**src/rtl/gates_scan_if.sv**
```systemverilog
// Operand, op-select and result bundle for gates_scan.
// The testbench or host drives the master side; the block sits on the slave side.
interface gates_scan_if #(parameter int WIDTH = 4);
  logic             load;
  logic [WIDTH-1:0] A;
  logic [WIDTH-1:0] B;
  logic [2:0]       op;
  logic             scan;
  logic [WIDTH-1:0] Y;
  logic [2:0]       op_cur;
  logic             valid;
  logic             wrap;

  modport master (output load, A, B, op, scan, input  Y, op_cur, valid, wrap);
  modport slave  (input  load, A, B, op, scan, output Y, op_cur, valid, wrap);
endinterface

```
**src/rtl/gates_scan.sv**
```systemverilog
// Registered eight-op bitwise gate set with a manual select or an auto-scan
// mode that dwells DWELL cycles per op. A per-bit lane cell evaluates the op.
module gates_scan_lane (
  input  logic [2:0] op,
  input  logic       a,
  input  logic       b,
  output logic       y
);
  always_comb begin
    y = 1'b0;
    unique case (op)
      3'd0: y = ~a;
      3'd1: y = ~b;
      3'd2: y = a & b;
      3'd3: y = a | b;
      3'd4: y = ~(a & b);
      3'd5: y = ~(a | b);
      3'd6: y = a ^ b;
      3'd7: y = ~(a ^ b);
    endcase
  end
endmodule

module gates_scan #(
  parameter int WIDTH = 4,
  parameter int DWELL = 50000000
) (
  input  logic        clk,
  input  logic        rst,
  gates_scan_if.slave bus
);
  localparam int            CW      = (DWELL > 1) ? $clog2(DWELL) : 1;
  localparam logic [CW-1:0] CNT_MAX = CW'(DWELL - 1);

  logic [WIDTH-1:0] a_r, b_r, y_q, y_nxt;
  logic [2:0]       op_q;
  logic [CW-1:0]    cnt;
  logic             scan_q, rst_q, wrap_q;
  logic [1:0]       vld_pipe;

  for (genvar i = 0; i < WIDTH; i++) begin : g_lane
    gates_scan_lane u_lane (.op(op_q), .a(a_r[i]), .b(b_r[i]), .y(y_nxt[i]));
  end

  always_ff @(posedge clk) begin
    if (rst) begin
      a_r      <= '0;
      b_r      <= '0;
      y_q      <= '0;
      op_q     <= '0;
      cnt      <= '0;
      scan_q   <= 1'b0;
      rst_q    <= 1'b1;
      wrap_q   <= 1'b0;
      vld_pipe <= '0;
    end else begin
      rst_q    <= 1'b0;
      scan_q   <= bus.scan;
      wrap_q   <= 1'b0;
      y_q      <= y_nxt;
      vld_pipe <= {vld_pipe[0], vld_pipe[0] | bus.load};
      if (bus.load) begin
        a_r <= bus.A;
        b_r <= bus.B;
      end
      // rst_q masks the 0->1 seen right after reset so scan restarts with a full dwell
      if (!bus.scan) begin
        op_q <= bus.op;
        cnt  <= '0;
      end else if (!scan_q && !rst_q) begin
        cnt <= '0;
      end else if (cnt == CNT_MAX) begin
        cnt    <= '0;
        op_q   <= op_q + 3'd1;
        wrap_q <= (op_q == 3'd7);
      end else begin
        cnt <= cnt + 1'b1;
      end
    end
  end

  assign bus.Y      = y_q;
  assign bus.op_cur = op_q;
  assign bus.valid  = vld_pipe[1];
  assign bus.wrap   = wrap_q;
endmodule
```
**src/flat_wrapper.sv**
```systemverilog
// flat-port wrapper written by rule: the top's interface ports become plain ports
module gates_scan_flat 
#(
  parameter int WIDTH = 4,
  parameter int DWELL = 50000000
)
  (clk, rst, bus_load, bus_A, bus_B, bus_op, bus_scan, bus_Y, bus_op_cur, bus_valid, bus_wrap);
  gates_scan_if #(.WIDTH(WIDTH)) bus_i ();
  input  logic clk;
  input  logic rst;
  input wire logic [$bits(bus_i.load)-1:0] bus_load;
  input wire logic [$bits(bus_i.A)-1:0] bus_A;
  input wire logic [$bits(bus_i.B)-1:0] bus_B;
  input wire logic [$bits(bus_i.op)-1:0] bus_op;
  input wire logic [$bits(bus_i.scan)-1:0] bus_scan;
  output wire logic [$bits(bus_i.Y)-1:0] bus_Y;
  output wire logic [$bits(bus_i.op_cur)-1:0] bus_op_cur;
  output wire logic [$bits(bus_i.valid)-1:0] bus_valid;
  output wire logic [$bits(bus_i.wrap)-1:0] bus_wrap;
  assign bus_i.load = bus_load;
  assign bus_i.A = bus_A;
  assign bus_i.B = bus_B;
  assign bus_i.op = bus_op;
  assign bus_i.scan = bus_scan;
  assign bus_Y = bus_i.Y;
  assign bus_op_cur = bus_i.op_cur;
  assign bus_valid = bus_i.valid;
  assign bus_wrap = bus_i.wrap;
  gates_scan #(.WIDTH(WIDTH), .DWELL(DWELL)) u_core (.clk(clk), .rst(rst), .bus(bus_i));
endmodule
```
**config.mk**
```make
export PLATFORM = sky130hd
export DESIGN_NAME = gates_scan_flat
export DESIGN_NICKNAME = d
export VERILOG_FILES = /design/src/rtl/gates_scan_if.sv /design/src/rtl/gates_scan.sv /design/src/flat_wrapper.sv
export SDC_FILE = /design/constraint.sdc
export NUM_CORES = 1
export LEC_CHECK = 0
export ABC_AREA = 0
export BUFFER_PORTS_ARGS = -buffer_cell sky130_fd_sc_hd__buf_2
export CORE_UTILIZATION = 30
export DETAILED_ROUTE_END_ITERATION = 8
export PLACE_DENSITY_LB_ADDON = 0.05
export SLEW_MARGIN = 20
export SYNTH_ARGS = -nofsm -noshare
export SYNTH_HDL_FRONTEND = slang
export SYNTH_HIERARCHICAL = 1
export SYNTH_SLANG_ARGS = --single-unit
```
**constraint.sdc**
```tcl
create_clock -name clk -period 2.2 [get_ports clk]
set_input_delay 0.44 -clock clk [delete_from_list [all_inputs] [get_ports clk]]
set_output_delay 0.44 -clock clk [all_outputs]
set_load 0.03 [all_outputs]
```
==> flow_metrics.env <==
export IMPL_cts_htree_levels=2
export IMPL_share_of_post_route_cells_with_drive_strength_above_1_pct=16.8
export IMPL_io_buffer_count=23
export IMPL_place_detailed_instances=385
export IMPL_synth_fp_nets=289
export IMPL_yosys_area_top_type_share_pct=38.9
export IMPL_setup_worst_path_start_class="flip-flop"
export IMPL_global_route_overflow_total=0
export IMPL_die_area_um2=8240
export IMPL_first_global_vias=1841
export IMPL_tritoncts="built"
export IMPL_floorplan_initialDensity_pct=30.8
export IMPL_clk_latency_ns=0.31
export IMPL_synth_top_cells_by_area="sky130_fd_sc_hd__dfxtp_1, sky130_fd_sc_hd__ha_1, sky130_fd_sc_hd__nor2_1"
export IMPL_pin_count_of_the_biggest_net_entering_global_routing=26
export IMPL_tightestPinTransition_ns=0.726
export IMPL_synthCells=263
export IMPL_synth_cell_type_count=34
export IMPL_leakage_nw=1.05
export IMPL_dp_slack_ns=0.334
export IMPL_cts_root_to_sink_buffers=2
export IMPL_grt_setup_unrepaired="false"
export IMPL_maxClockFrequency_mhz=537
export IMPL_die_height_um=90.8
export IMPL_timing_max_cap_violations=0
export IMPL_mostFrequentLayoutCells="sky130_fd_sc_hd__dfxtp_1, sky130_fd_sc_hd__nor2_1, sky130_fd_sc_hd__buf_2, sky130_fd_sc_hd__a21oi_1"
export IMPL_setup_total_negative_slack_ns=0
export IMPL_synth_area_leader_cell="sky130_fd_sc_hd__dfxtp_1"
export IMPL_routed_via_count=1901
export IMPL_cts_root_buffer="sky130_fd_sc_hd__clkbuf_8"
export IMPL_placement_rows=32
export IMPL_antenna_found_initial=0
export IMPL_skew_ns=0.0145
export IMPL_antenna_diode_count=0
export IMPL_timing_hold_violations_final=0
export IMPL_yosys_warnings=6
export IMPL_fin_area_um2=2730
export IMPL_tritoncts_num_sinks=46
export IMPL_area_growth_pct=15.3
export IMPL_finish_net_count=316
export IMPL_final_cell_count_no_fill=393
export IMPL_layout_worst_path_cycle_share_pct=84.7
export IMPL_cts_post_setup_buffers_inserted=0
export IMPL_post_synth_cell_area_avg_um2=8.99
export IMPL_first_pass_grt_wire_length_um=8780
export IMPL_detailedRoute_firstIterationViolations=38
export IMPL_critical_path_arrival_ns=2.07
export IMPL_crit_path_max_fanout=24
export IMPL_post_dp_cell_area_um2=2620
export IMPL_kind_of_critical_path="reg2reg"
export IMPL_coreArea_um2=7690
export IMPL_yosysSeqAreaShare_pct=38.9
export IMPL_finalHoldWorstSlack_ns=0.322
export IMPL_routed_via_density=4.84
export IMPL_wl_um=4980
export IMPL_grtUsageTotal_pct=13.3
export IMPL_finalCriticalPeriod_ns=1.86
export IMPL_io_pins=24
export IMPL_powerDensity_nw_per_um2=619
export IMPL_ctsResizeCount=0
export IMPL_maxSlewHeadroom_pct=51.5
export IMPL_mappedNetlistArea_um2=2360
export IMPL_fp_dieW_um=90.8
export IMPL_routed_wire_length_per_instance_um=12.7
export IMPL_slew_violations=0
export IMPL_drtAntennaViolNets=0
export IMPL_tritoncts_num_buffers=5
export IMPL_drc=0
export IMPL_gpl_final_weighted_congestion=0.696
export IMPL_timing_final_ws_setup_ns=0.337
export IMPL_worst_ir_drop_vdd_v=0.000322
export IMPL_worst_endpoint_required_ns=2.41
export IMPL_min_delay_path_class="in2reg"
export IMPL_cts_hold_buffers=0
export IMPL_end_kind="flip-flop"
export IMPL_worst_setup_hold_path_clk_slew_ns=0.10
export IMPL_synth_seq_cells=46
export IMPL_hpwlAfterDp_um=3610
export IMPL_final_common_cell="sky130_fd_sc_hd__dfxtp_1"
export IMPL_drt_pass1_iterations=4
export IMPL_final_setup_viol_count=0
export IMPL_outcome="finished, final reports clean"
-- through the flow --
stage	utilization, %	power (mW)
3_3_place_gp	34.0	1.08
2_1_floorplan	-	1.02
6_report	35.5	1.69
4_1_cts	35.5	1.73
3_5_place_dp	34.0	1.08
5_1_grt	35.5	1.79
-- power by group --
group,internal [mW],total [mW],switching (mW)
Combinational,0.0763,0.165,0.0892
Sequential,0.858,0.890,0.0320
Clock,0.339,0.633,0.294
-- worst max-delay path, cell delays in order, from the launching register on --
cell                      delay, ns
sky130_fd_sc_hd__dfxtp_1       0.80
sky130_fd_sc_hd__xor2_1        0.13
sky130_fd_sc_hd__and3_1        0.20
sky130_fd_sc_hd__or4b_1        0.50
sky130_fd_sc_hd__nor2b_1       0.14
-- Yosys cell counts --
library cell                 n
sky130_fd_sc_hd__dfxtp_1    46
sky130_fd_sc_hd__nor2_1     30
sky130_fd_sc_hd__a21oi_1    13
sky130_fd_sc_hd__o21ai_0    12
sky130_fd_sc_hd__xor2_1     12
sky130_fd_sc_hd__ha_1       11
sky130_fd_sc_hd__nor2b_1    11
sky130_fd_sc_hd__inv_1      10
sky130_fd_sc_hd__nand3_1    10
sky130_fd_sc_hd__nand4_1    10
sky130_fd_sc_hd__nand2_1     9
sky130_fd_sc_hd__mux2i_1     8
sky130_fd_sc_hd__o31ai_1     8
sky130_fd_sc_hd__or3_1       8
sky130_fd_sc_hd__and3_1      6
sky130_fd_sc_hd__and4_1      6
sky130_fd_sc_hd__or4_1       6
sky130_fd_sc_hd__and2_1      5
sky130_fd_sc_hd__clkbuf_1    5
sky130_fd_sc_hd__a2111oi_0   4
sky130_fd_sc_hd__and2_2      4
sky130_fd_sc_hd__and2b_2     4
sky130_fd_sc_hd__buf_2       4
sky130_fd_sc_hd__nor4b_1     4
sky130_fd_sc_hd__or4b_1      4
sky130_fd_sc_hd__a311oi_1    3
sky130_fd_sc_hd__xnor2_1     3
sky130_fd_sc_hd__clkbuf_2    1
sky130_fd_sc_hd__nand4_4     1
sky130_fd_sc_hd__nor3_1      1
sky130_fd_sc_hd__nor4_4      1
sky130_fd_sc_hd__nor4b_4     1
sky130_fd_sc_hd__o21ai_1     1
sky130_fd_sc_hd__or2_2       1
-- per-layer routing --
layer | track usage (%) | wire, um
met2 | 22.3 | 2340
met3 | 3.11 | 180
met1 | 16.5 | 2380
met4 | 5.16 | 83
met5 | 0 | 0
-- path summary, 6_finish.rpt --
kind	startpoint	end	slack, ns	cells past startpoint
worst max-delay path	u_core/bus.op_cur[0]$_SDFFE_PP0P_	u_core/bus.Y[2]$_SDFF_PP0_	0.34	4
worst min-delay path	rst	u_core/scan_q$_SDFF_PP0_	0.32	2
worst max register to register	u_core/bus.op_cur[0]$_SDFFE_PP0P_	u_core/bus.Y[2]$_SDFF_PP0_	0.34	4
worst min register to register	u_core/cnt[0]$_SDFF_PP0_	u_core/cnt[0]$_SDFF_PP0_	0.45	1
-- flip-flops by register name, summed over array words and instances (netlist names) --
| register | cells |
|---|---|
| u_core/vld_pipe | 2 |
| u_core/bus.wrap | 1 |
| u_core/scan_q | 1 |
| u_core/bus.op_cur | 3 |
| u_core/rst_q | 1 |
| u_core/cnt | 26 |
| u_core/b_r | 4 |
| u_core/a_r | 4 |
| u_core/bus.Y | 4 |
-- layout make-up --
cell class                 count  area, um^2
inverter                      10        37.5
clock buffer                   6        72.6
multi-input combinational    197        1360
timing repair buffer          30         168
tap                          102         128
clock inverter                 2        37.5
fill                         856        4960
sequential                    46         921
-- logic make-up after synthesis --
group	count (synthesis)	share of synthesized area [%]
simple gates	122	32.2
flops	46	38.9
compound gates	41	10.6
buf+inv	20	3.44
xor+xnor	15	5.56
fa+ha+maj	11	5.82
mux	8	3.39
Note: power is estimated with default switching activity, not from simulation.
